[src/rtl/interrupt_dispatcher_pkg.sv]
// rtl/interrupt_dispatcher_pkg.sv - shared constants and FSM encoding for the interrupt dispatcher
//
// Purpose : cause-code constants, core-side constants (cause register index,
//           return opcode, handler entry) and the dispatcher state encoding.
// Ports   : none (package).
package core_defs;

    // Cause codes delivered by the interruption trigger on intrpt_val
    localparam logic [5:0] CAUSE_SWAP     = 6'd0;
    localparam logic [5:0] CAUSE_QUANTUM  = 6'd1;
    localparam logic [5:0] CAUSE_IN       = 6'd2;
    localparam logic [5:0] CAUSE_OUT      = 6'd3;
    localparam logic [5:0] CAUSE_END      = 6'd4;
    localparam logic [5:0] CAUSE_UART_IN  = 6'd5;
    localparam logic [5:0] CAUSE_UART_OUT = 6'd6;

    // Core-side constants
    localparam logic [4:0]  CAUSE_REG     = 5'd28;
    localparam logic [5:0]  RETURN_OPCODE = 6'b100101;
    localparam logic [15:0] HANDLER_ADDR  = 16'h0000;

    // Dispatcher sequence states
    typedef enum logic [2:0] {
        IDLE    = 3'd0,
        SAVE    = 3'd1,
        VECTOR  = 3'd2,
        SERVICE = 3'd3,
        RESTORE = 3'd4
    } state_t;

endpackage

[src/rtl/intrpt_pending_slot.sv]
// rtl/intrpt_pending_slot.sv - one-deep pending interrupt register with saturating drop counter
//
// Purpose : holds at most one interrupt raised while the dispatcher is busy.
//           A push into an occupied slot is discarded and counted.
// Ports   : clk, reset_n         clock / synchronous active-low reset
//           push, push_cause     store request and its cause code
//           pop                  consume the held request (tail-chain)
//           pending_valid        slot occupied
//           pending_cause        held cause code
//           drop_count           saturating count of discarded requests
module intrpt_pending_slot #(
    parameter int CAUSE_WIDTH = 6
) (
    input  logic                   clk,
    input  logic                   reset_n,
    input  logic                   push,
    input  logic [CAUSE_WIDTH-1:0] push_cause,
    input  logic                   pop,
    output logic                   pending_valid,
    output logic [CAUSE_WIDTH-1:0] pending_cause,
    output logic [3:0]             drop_count
);

    always_ff @(posedge clk) begin
        if (!reset_n) begin
            pending_valid <= 1'b0;
            pending_cause <= '0;
            drop_count    <= 4'd0;
        end else begin
            if (pop) begin
                pending_valid <= 1'b0;
            end
            // Occupancy is judged before this cycle's pop: a request that
            // arrives while the held one is being chained is still dropped.
            if (push) begin
                if (pending_valid) begin
                    if (drop_count != 4'hF) begin
                        drop_count <= drop_count + 4'd1;
                    end
                end else begin
                    pending_valid <= 1'b1;
                    pending_cause <= push_cause;
                end
            end
        end
    end

endmodule

[src/rtl/interrupt_dispatcher.sv]
// rtl/interrupt_dispatcher.sv - turns accepted interrupts into the stall/save/vector/restore core sequence
//
// Purpose : accepts intrpt/intrpt_val from the trigger, stalls the core, writes
//           the cause code into the cause register, vectors to the OS handler,
//           keeps the core in the handler until the return opcode, then either
//           restores EPC or tail-chains a pending interrupt.
// Ports   : single_clk, reset_n          clock / synchronous active-low reset
//           intrpt, intrpt_val           interrupt request and cause code
//           opcode                       currently executing opcode
//           pc_current                   PC to resume at
//           stall                        freeze fetch/execute
//           pc_load, pc_load_val         one-cycle PC load strobe and target
//           reg_wr_en/addr/data          one-cycle cause register write
//           in_handler                   OS handler running
//           epc                          saved return PC
//           drop_count                   saturating count of discarded interrupts
module interrupt_dispatcher #(
    parameter int                        PC_WIDTH       = 16,
    parameter int                        DATA_WIDTH     = 32,
    parameter int                        DEFAULT_WIDTH  = 6,
    parameter int                        REG_ADDR_WIDTH = 5,
    parameter logic [REG_ADDR_WIDTH-1:0] CAUSE_REG      = core_defs::CAUSE_REG,
    parameter logic [PC_WIDTH-1:0]       HANDLER_ADDR   = core_defs::HANDLER_ADDR,
    parameter logic [DEFAULT_WIDTH-1:0]  RETURN_OPCODE  = core_defs::RETURN_OPCODE
) (
    input  logic                      single_clk,
    input  logic                      reset_n,
    input  logic                      intrpt,
    input  logic [DEFAULT_WIDTH-1:0]  intrpt_val,
    input  logic [DEFAULT_WIDTH-1:0]  opcode,
    input  logic [PC_WIDTH-1:0]       pc_current,
    output logic                      stall,
    output logic                      pc_load,
    output logic [PC_WIDTH-1:0]       pc_load_val,
    output logic                      reg_wr_en,
    output logic [REG_ADDR_WIDTH-1:0] reg_wr_addr,
    output logic [DATA_WIDTH-1:0]     reg_wr_data,
    output logic                      in_handler,
    output logic [PC_WIDTH-1:0]       epc,
    output logic [3:0]                drop_count
);
    import core_defs::*;

    state_t                     state;
    state_t                     state_next;
    logic [DEFAULT_WIDTH-1:0]   cause;
    logic                       pending_valid;
    logic [DEFAULT_WIDTH-1:0]   pending_cause;

    logic                       is_idle;
    logic                       ret;
    logic                       direct_chain;
    logic                       slot_push;
    logic                       slot_pop;

    assign is_idle = (state == IDLE);
    assign ret     = (state == SERVICE) && (opcode == RETURN_OPCODE);

    // A return that coincides with a fresh request and an empty slot chains
    // the fresh request straight into SAVE; it never touches the slot.
    assign direct_chain = ret && intrpt && !pending_valid;
    assign slot_push    = intrpt && !is_idle && !direct_chain;
    assign slot_pop     = ret && pending_valid;

    intrpt_pending_slot #(
        .CAUSE_WIDTH (DEFAULT_WIDTH)
    ) u_pending_slot (
        .clk           (single_clk),
        .reset_n       (reset_n),
        .push          (slot_push),
        .push_cause    (intrpt_val),
        .pop           (slot_pop),
        .pending_valid (pending_valid),
        .pending_cause (pending_cause),
        .drop_count    (drop_count)
    );

    // State register
    always_ff @(posedge single_clk) begin
        if (!reset_n) begin
            state <= IDLE;
        end else begin
            state <= state_next;
        end
    end

    // Next-state logic
    always_comb begin
        state_next = state;
        case (state)
            IDLE:    if (intrpt) state_next = SAVE;
            SAVE:    state_next = VECTOR;
            VECTOR:  state_next = SERVICE;
            SERVICE: begin
                if (ret) begin
                    state_next = (pending_valid || intrpt) ? SAVE : RESTORE;
                end
            end
            RESTORE: state_next = IDLE;
            default: state_next = IDLE;
        endcase
    end

    // Cause and EPC capture. EPC is only written on entry from IDLE so a
    // tail-chained handler still returns to the original interrupted PC.
    always_ff @(posedge single_clk) begin
        if (!reset_n) begin
            cause <= '0;
            epc   <= '0;
        end else if (is_idle && intrpt) begin
            cause <= intrpt_val;
            epc   <= pc_current;
        end else if (ret) begin
            if (pending_valid) begin
                cause <= pending_cause;
            end else if (intrpt) begin
                cause <= intrpt_val;
            end
        end
    end

    // Moore output decode
    always_comb begin
        stall       = 1'b0;
        pc_load     = 1'b0;
        pc_load_val = '0;
        reg_wr_en   = 1'b0;
        reg_wr_addr = '0;
        reg_wr_data = '0;
        in_handler  = 1'b0;
        case (state)
            SAVE: begin
                stall       = 1'b1;
                reg_wr_en   = 1'b1;
                reg_wr_addr = CAUSE_REG;
                reg_wr_data = {{(DATA_WIDTH-DEFAULT_WIDTH){1'b0}}, cause};
            end
            VECTOR: begin
                stall       = 1'b1;
                pc_load     = 1'b1;
                pc_load_val = HANDLER_ADDR;
            end
            SERVICE: begin
                in_handler  = 1'b1;
            end
            RESTORE: begin
                stall       = 1'b1;
                pc_load     = 1'b1;
                pc_load_val = epc;
            end
            default: ;
        endcase
    end

endmodule

[config.mk]
export PLATFORM = sky130hd
export DESIGN_NAME = interrupt_dispatcher
export DESIGN_NICKNAME = d
export VERILOG_FILES = /design/src/rtl/interrupt_dispatcher_pkg.sv /design/src/rtl/intrpt_pending_slot.sv /design/src/rtl/interrupt_dispatcher.sv
export SDC_FILE = /design/constraint.sdc
export NUM_CORES = 1
export LEC_CHECK = 0
export ABC_AREA = 1
export CELL_PAD_IN_SITES_DETAIL_PLACEMENT = 1
export CELL_PAD_IN_SITES_GLOBAL_PLACEMENT = 1
export CORE_MARGIN = 2
export CORE_UTILIZATION = 28
export CTS_CLUSTER_DIAMETER = 30
export DETAILED_ROUTE_END_ITERATION = 10
export GPL_TIMING_DRIVEN = 0
export PLACE_DENSITY = 0.93
export SYNTH_ARGS = -nofsm -noshare
export SYNTH_HDL_FRONTEND = slang
export SYNTH_SLANG_ARGS = --single-unit
[constraint.sdc]
create_clock -name single_clk -period 1.8 [get_ports single_clk]
set_input_delay 0.18 -clock single_clk [delete_from_list [all_inputs] [get_ports single_clk]]
set_output_delay 0.18 -clock single_clk [all_outputs]
set_load 0.02 [all_outputs]
== Yosys cells after proc, flatten, opt, wreduce, memory -nomap -nowiden ==
Cells that the tools add are included.
Word-level totals
  bits in registers: 36
  input bits: 31
  output and inout bits: 77
  logic and storage cells: 54
Cells by class
  add/subtract/negate cells: 1
  equality and inequality tests: 8
  mux-type cells: 18
  bitwise logic cells: 1
  reduce and logical (&&, ||, !) cells: 20
Operators with widths (number)
  6-bit two-way mux: 5
  16-bit two-way mux: 1
  3-bit one-hot mux with 4 select lines: 1
  3-bit two-way mux: 3
  1-bit logical AND: 7
  1-bit two-way mux: 7
  3-bit by 2-bit == test with 1-bit output, second input constant: 2
  6-bit == test, second input constant: 1
  2-bit AND reduction: 3
  5-bit two-way mux: 1
  4-bit by 1-bit adder with 4-bit output, second input constant: 1
  2-bit != test, second input constant: 2
  4-bit != test, second input constant: 1
  3-bit by 1-bit == test with 1-bit output, second input constant: 1
  3-bit == test, second input constant: 1
  1-bit zero test: 3
  3-bit zero test: 1
  3-bit AND reduction: 1
  3-bit nonzero test: 1
  3-bit OR reduction: 1
  2-bit nonzero test: 1
  2-bit OR reduction: 1
  1-bit logical OR: 1
  1-bit inverter: 1

== Longest topological paths before layout ==
  depth in word-level cells: 7
  depth in mapped cells: 8
  gate-level depth less buffers: 8

== By module ==
A second synthesis with hierarchy kept.
Second synthesis, totals
  cell total of the unflattened synthesis: 305
  area total of the unflattened synthesis: 2024.4 sq um
By module, submodules not included
  interrupt_dispatcher: instances 1, cells each 243, area each 1554.0 sq um
  intrpt_pending_slot: instances 1, cells each 62, area each 470.5 sq um

== Least setup slack after synthesis ==
Ideal clock, no wire load.
  path kind: flip-flop to output port
  from: register state[0]
  to: output port pc_load_val[10]
  arrival time: 1122 ps
  path slack: 498 ps
  stages on the path, launching flop included: 5
  buffers on the path: 1
  path through: dfxtp_1 nor2_1 nand2_1 buf_2 nor2_1
On the way
  longest elaborated chain between the ends: 2
RTL lines
  start, declared: RTL line interrupt_dispatcher.sv:44  | state_t state;
  start signal, assigned: RTL line interrupt_dispatcher.sv:83  | state <= state_next;
  3-bit == test: RTL line interrupt_dispatcher.sv:131  | case (state)
  16-bit two-way mux: RTL line interrupt_dispatcher.sv:131
  end, declared: RTL line interrupt_dispatcher.sv:34  | output logic [PC_WIDTH-1:0] pc_load_val,
No other way between the ends.

== Final worst setup path ==
  from: register state[0]
  to: output port in_handler
On the way
  longest elaborated chain between the ends: 2
RTL lines
  3-bit by 2-bit == test with 1-bit output: RTL line interrupt_dispatcher.sv:131
  1-bit two-way mux: RTL line interrupt_dispatcher.sv:131
  end, declared: RTL line interrupt_dispatcher.sv:38  | output logic in_handler,
No other way between the ends.

==> results by group <==
Setup path
  – CP endpoint kind: output port
  – Critical path launch point type: register
  – Instance count on the critical path: 3
  – Slowest CP cell: clkdlybuf4s50_1
  – Critical path, cell by cell: nand2_2 -> nor2_4 -> clkdlybuf4s50_1
  – Cell family with the largest share of critical-path delay: buffers and inverters
  – CP arrival: 1560 ps
  – CP Launch Point: state[0]
  – Crit Path Max Fanout: 4
  – WP data required: approximately 1600 ps
  – Critical path type: register to output port
  – R2R depth: 6
  – Worst path max stage delay: approximately 630 ps
  – Crit Reg-Reg Startpoint: u_pending_slot.pending_valid
  – Buf/Inv on CP: 1

Clocking
  – Clk_lat worst skew: just under 300 ps
  – Clk sinks: 36
  – H-tree levels: 2
  – Clk root buf: clkbuf_8
  – CTS tree: built
  – # hold bufs at CTS: 0
  – Clock transition at the registers of the reported paths: roughly 80 ps
  – CTS Buffer Depth: 2
  – Total CTS buffers: 5

Final layout
  – Share of layout cells above drive strength 1: ~17%
  – Final net count: 444
  – N_diodes: 0
  – Area Overhead vs Synth: 54.71%

Global routing
  – Total grt overflow: 0
  – Largest net degree at the start of global routing: 11
  – Met3 GRT Util: under 10%
  – Vias in the first global route: about 2200
  – GRT Total Usage: about 17%
  – Met2 usage: between 30% and 40%
  – GRT Max-Usage Layer: met2
  – First-pass GRT wire length: about 10000 um
  – Antenna violations before repair: 0
  – Met1 Usage GRT: about 18%

Hold path
  – Hold Crit Start: epc[9]
  – WHS Path Cells: 2
  – Worst Hold Class: register to register

Synthesis
  – Post-synthesis instance total: ~300
  – Most used flip-flop cell after synthesis: dfxtp_1
  – Number of synthesized flops with an enable pin: 0
  – Synth Cell Area: 0.002033 mm^2
  – Register area share after synthesis: 35.45%
  – Synth unique cells: 22
  – Top cells by area, synth: dfxtp_1 (35%), buf_4 (11%), nand2_1 (7.9%), nor2_1 (7.8%), a21oi_1 (7.6%)
  – Flops & latches, synth: 36
  – Yosys top cell by area: dfxtp_1
  – Synth Area per Inst: about 6.8 um^2
  – Synthesis Warnings: 0
  – Post-synth top area share: between 30% and 40%
  – FFs w/ async S/R, synth: 0%

Timing
  – Slew Viols, Final: 0
  – Highest clock rate: 575.5 MHz
  – Final Skew: ~9.2 ps
  – Unrepaired setup endpoints after global routing: no
  – Min cycle time layout: 1738 ps
  – Setup WS post-layout: roughly 62 ps
  – Hold Vio Cnt, Final: 0
  – # setup viols final: 0
  – Worst hold margin: 476.7 ps
  – Final period utilization: a little over nine tenths

Drt
  – Vias: 2179
  – Post-DRT Antenna Nets: 0
  – DRC: 0
  – Avg WL per Cell: 12.62 um
  – Via-to-Cell Ratio: about 4.3
  – Detailed Route Iter0 Violations: 46
  – DRT Pass-1 Iters: 4
  – Final WL: around 6500 um

Power and ir drop
  – Leakage power: around 1.5 nW
  – Max VDD drop: approximately 0.00031 V
  – Power Total: between 2 and 2.5 mW
  – Pwr/cell area: 764.4 mW/mm^2

Place
  – Placement Setup Slack: -266.9 ps
  – Placed wire-length estimate: roughly 5200 um
  – GP Congestion: 0.8007
  – Port bufs: ~80

Status
  – Status: finished, final reports clean

Die
  – Core Area: between 0.007 and 0.008 mm^2
  – Die ar.: 0.007959 mm^2
  – Die height: slightly below 90 um
  – Die width: between 80 and 90 um
  – Starting Density: ~28%
  – # IOs: ~110
  – Rows: 31

Flow run
  – Number of max-cap violations: 0
==> through the flow <==
stage               std cells  TNS, ps  instance area (um^2)  utilization, %
finish                    512        0                  3146           44.07
global route              512        0                  3146           44.07
CTS                       512        0                  3149           44.13
detailed placement        502    -3040                  3049           42.72
global placement          502    -1495                  3049           42.72
floorplan                 324        0                  2135               -
==> cell usage in the layout (no fill, tap or decap) <==
master            n
a21oi_1          31
a31oi_1           2
buf_2             5
buf_4            33
buf_6             5
clkbuf_1          6
clkbuf_2          3
clkbuf_8          6
clkdlybuf4s15_1   7
clkdlybuf4s15_2   3
clkdlybuf4s50_1  51
conb_1           28
dfxtp_1          33
dfxtp_2           3
dlygate4sd2_1    15
ha_1              1
inv_1            38
nand2_1          42
nand2_2           2
nand3_1          16
nand3_2           4
nand3_4           1
nand4_2           1
nor2_1           41
nor2_2            3
nor2_4            2
nor3_1            1
o21ai_0          23
o21ai_1           6
xnor2_1           1
==> flip-flops by register name, summed over array words and instances, names as in the netlist <==
name,flops
cause,6
epc,16
state,3
u_pending_slot.drop_count,4
u_pending_slot.pending_valid,1
u_pending_slot.pending_cause,6
==> cell type report <==
type	instances	area (um^2)
Tap cell	99	123.9
Multi-Input combinational cell	205	959.7
Clock buffer	8	90.09
Timing Repair Buffer	81	775.7
Fill cell	939	3991
Inverter	38	142.6
Sequential cell	36	724.4
Buffer	45	329.1
==> per-layer routing <==
layer / wire [um] / share of wire, %
met1: 2556 / 40
met4: 57 / 0.88
met5: 0 / 0
met3: 312 / 4.8
met2: 3537 / 55
==> synthesized netlist by cell type, drive strengths merged, types with 2 or more instances <==
cell,number
o21ai,29
a21oi,31
nor2,46
buf,41
a31oi,2
dfxtp,36
nand2,44
clkbuf,4
inv,38
nand3,21
==> worst paths after layout <==
path,endpoint,slack (ps)
hold reg to reg,epc[9],480
setup reg to reg,cause[2],400
hold / removal,epc[9],480
setup / recovery,in_handler,60
==> worst register-to-register path, cell delays in order, from the launching register on <==
cell	delay, ps
dfxtp_1	440
inv_1	90
nand2_1	140
nand4_2	170
buf_6	190
a21oi_1	180
nor2_1	80
==> cell families after synthesis <==
| family | after synthesis | share of synthesized area [%] |
|---|---|---|
| XOR/XNOR | 1 | 0.4308 |
| AND/OR/NAND/NOR | 113 | 24.74 |
| adder cells (fa/ha/maj) | 1 | 0.6153 |
| AO/OA/AOI/OAI | 62 | 15.38 |
| buffers and inverters | 83 | 23.20 |
| flip-flops | 36 | 35.45 |
| other | 1 | 0.1844 |
==> what timing repair did <==
item / in CTS / in global routing
resized for setup: 42 / 12
setup buffers: 2 / 0
setup endpoints to repair: 28 / 11
==> report_power, final <==
| part | leakage [nW] | total (mW) | internal (mW) | switching [mW] |
|---|---|---|---|---|
| sequential | 0.298 | 0.952 | 0.894 | 0.0587 |
| clock | 0.0455 | 0.597 | 0.312 | 0.284 |
| combinational | 1.14 | 0.855 | 0.369 | 0.486 |
| total | 1.48 | 2.40 | 1.58 | 0.829 |
No activity file was read; power rests on OpenSTA's default activity.
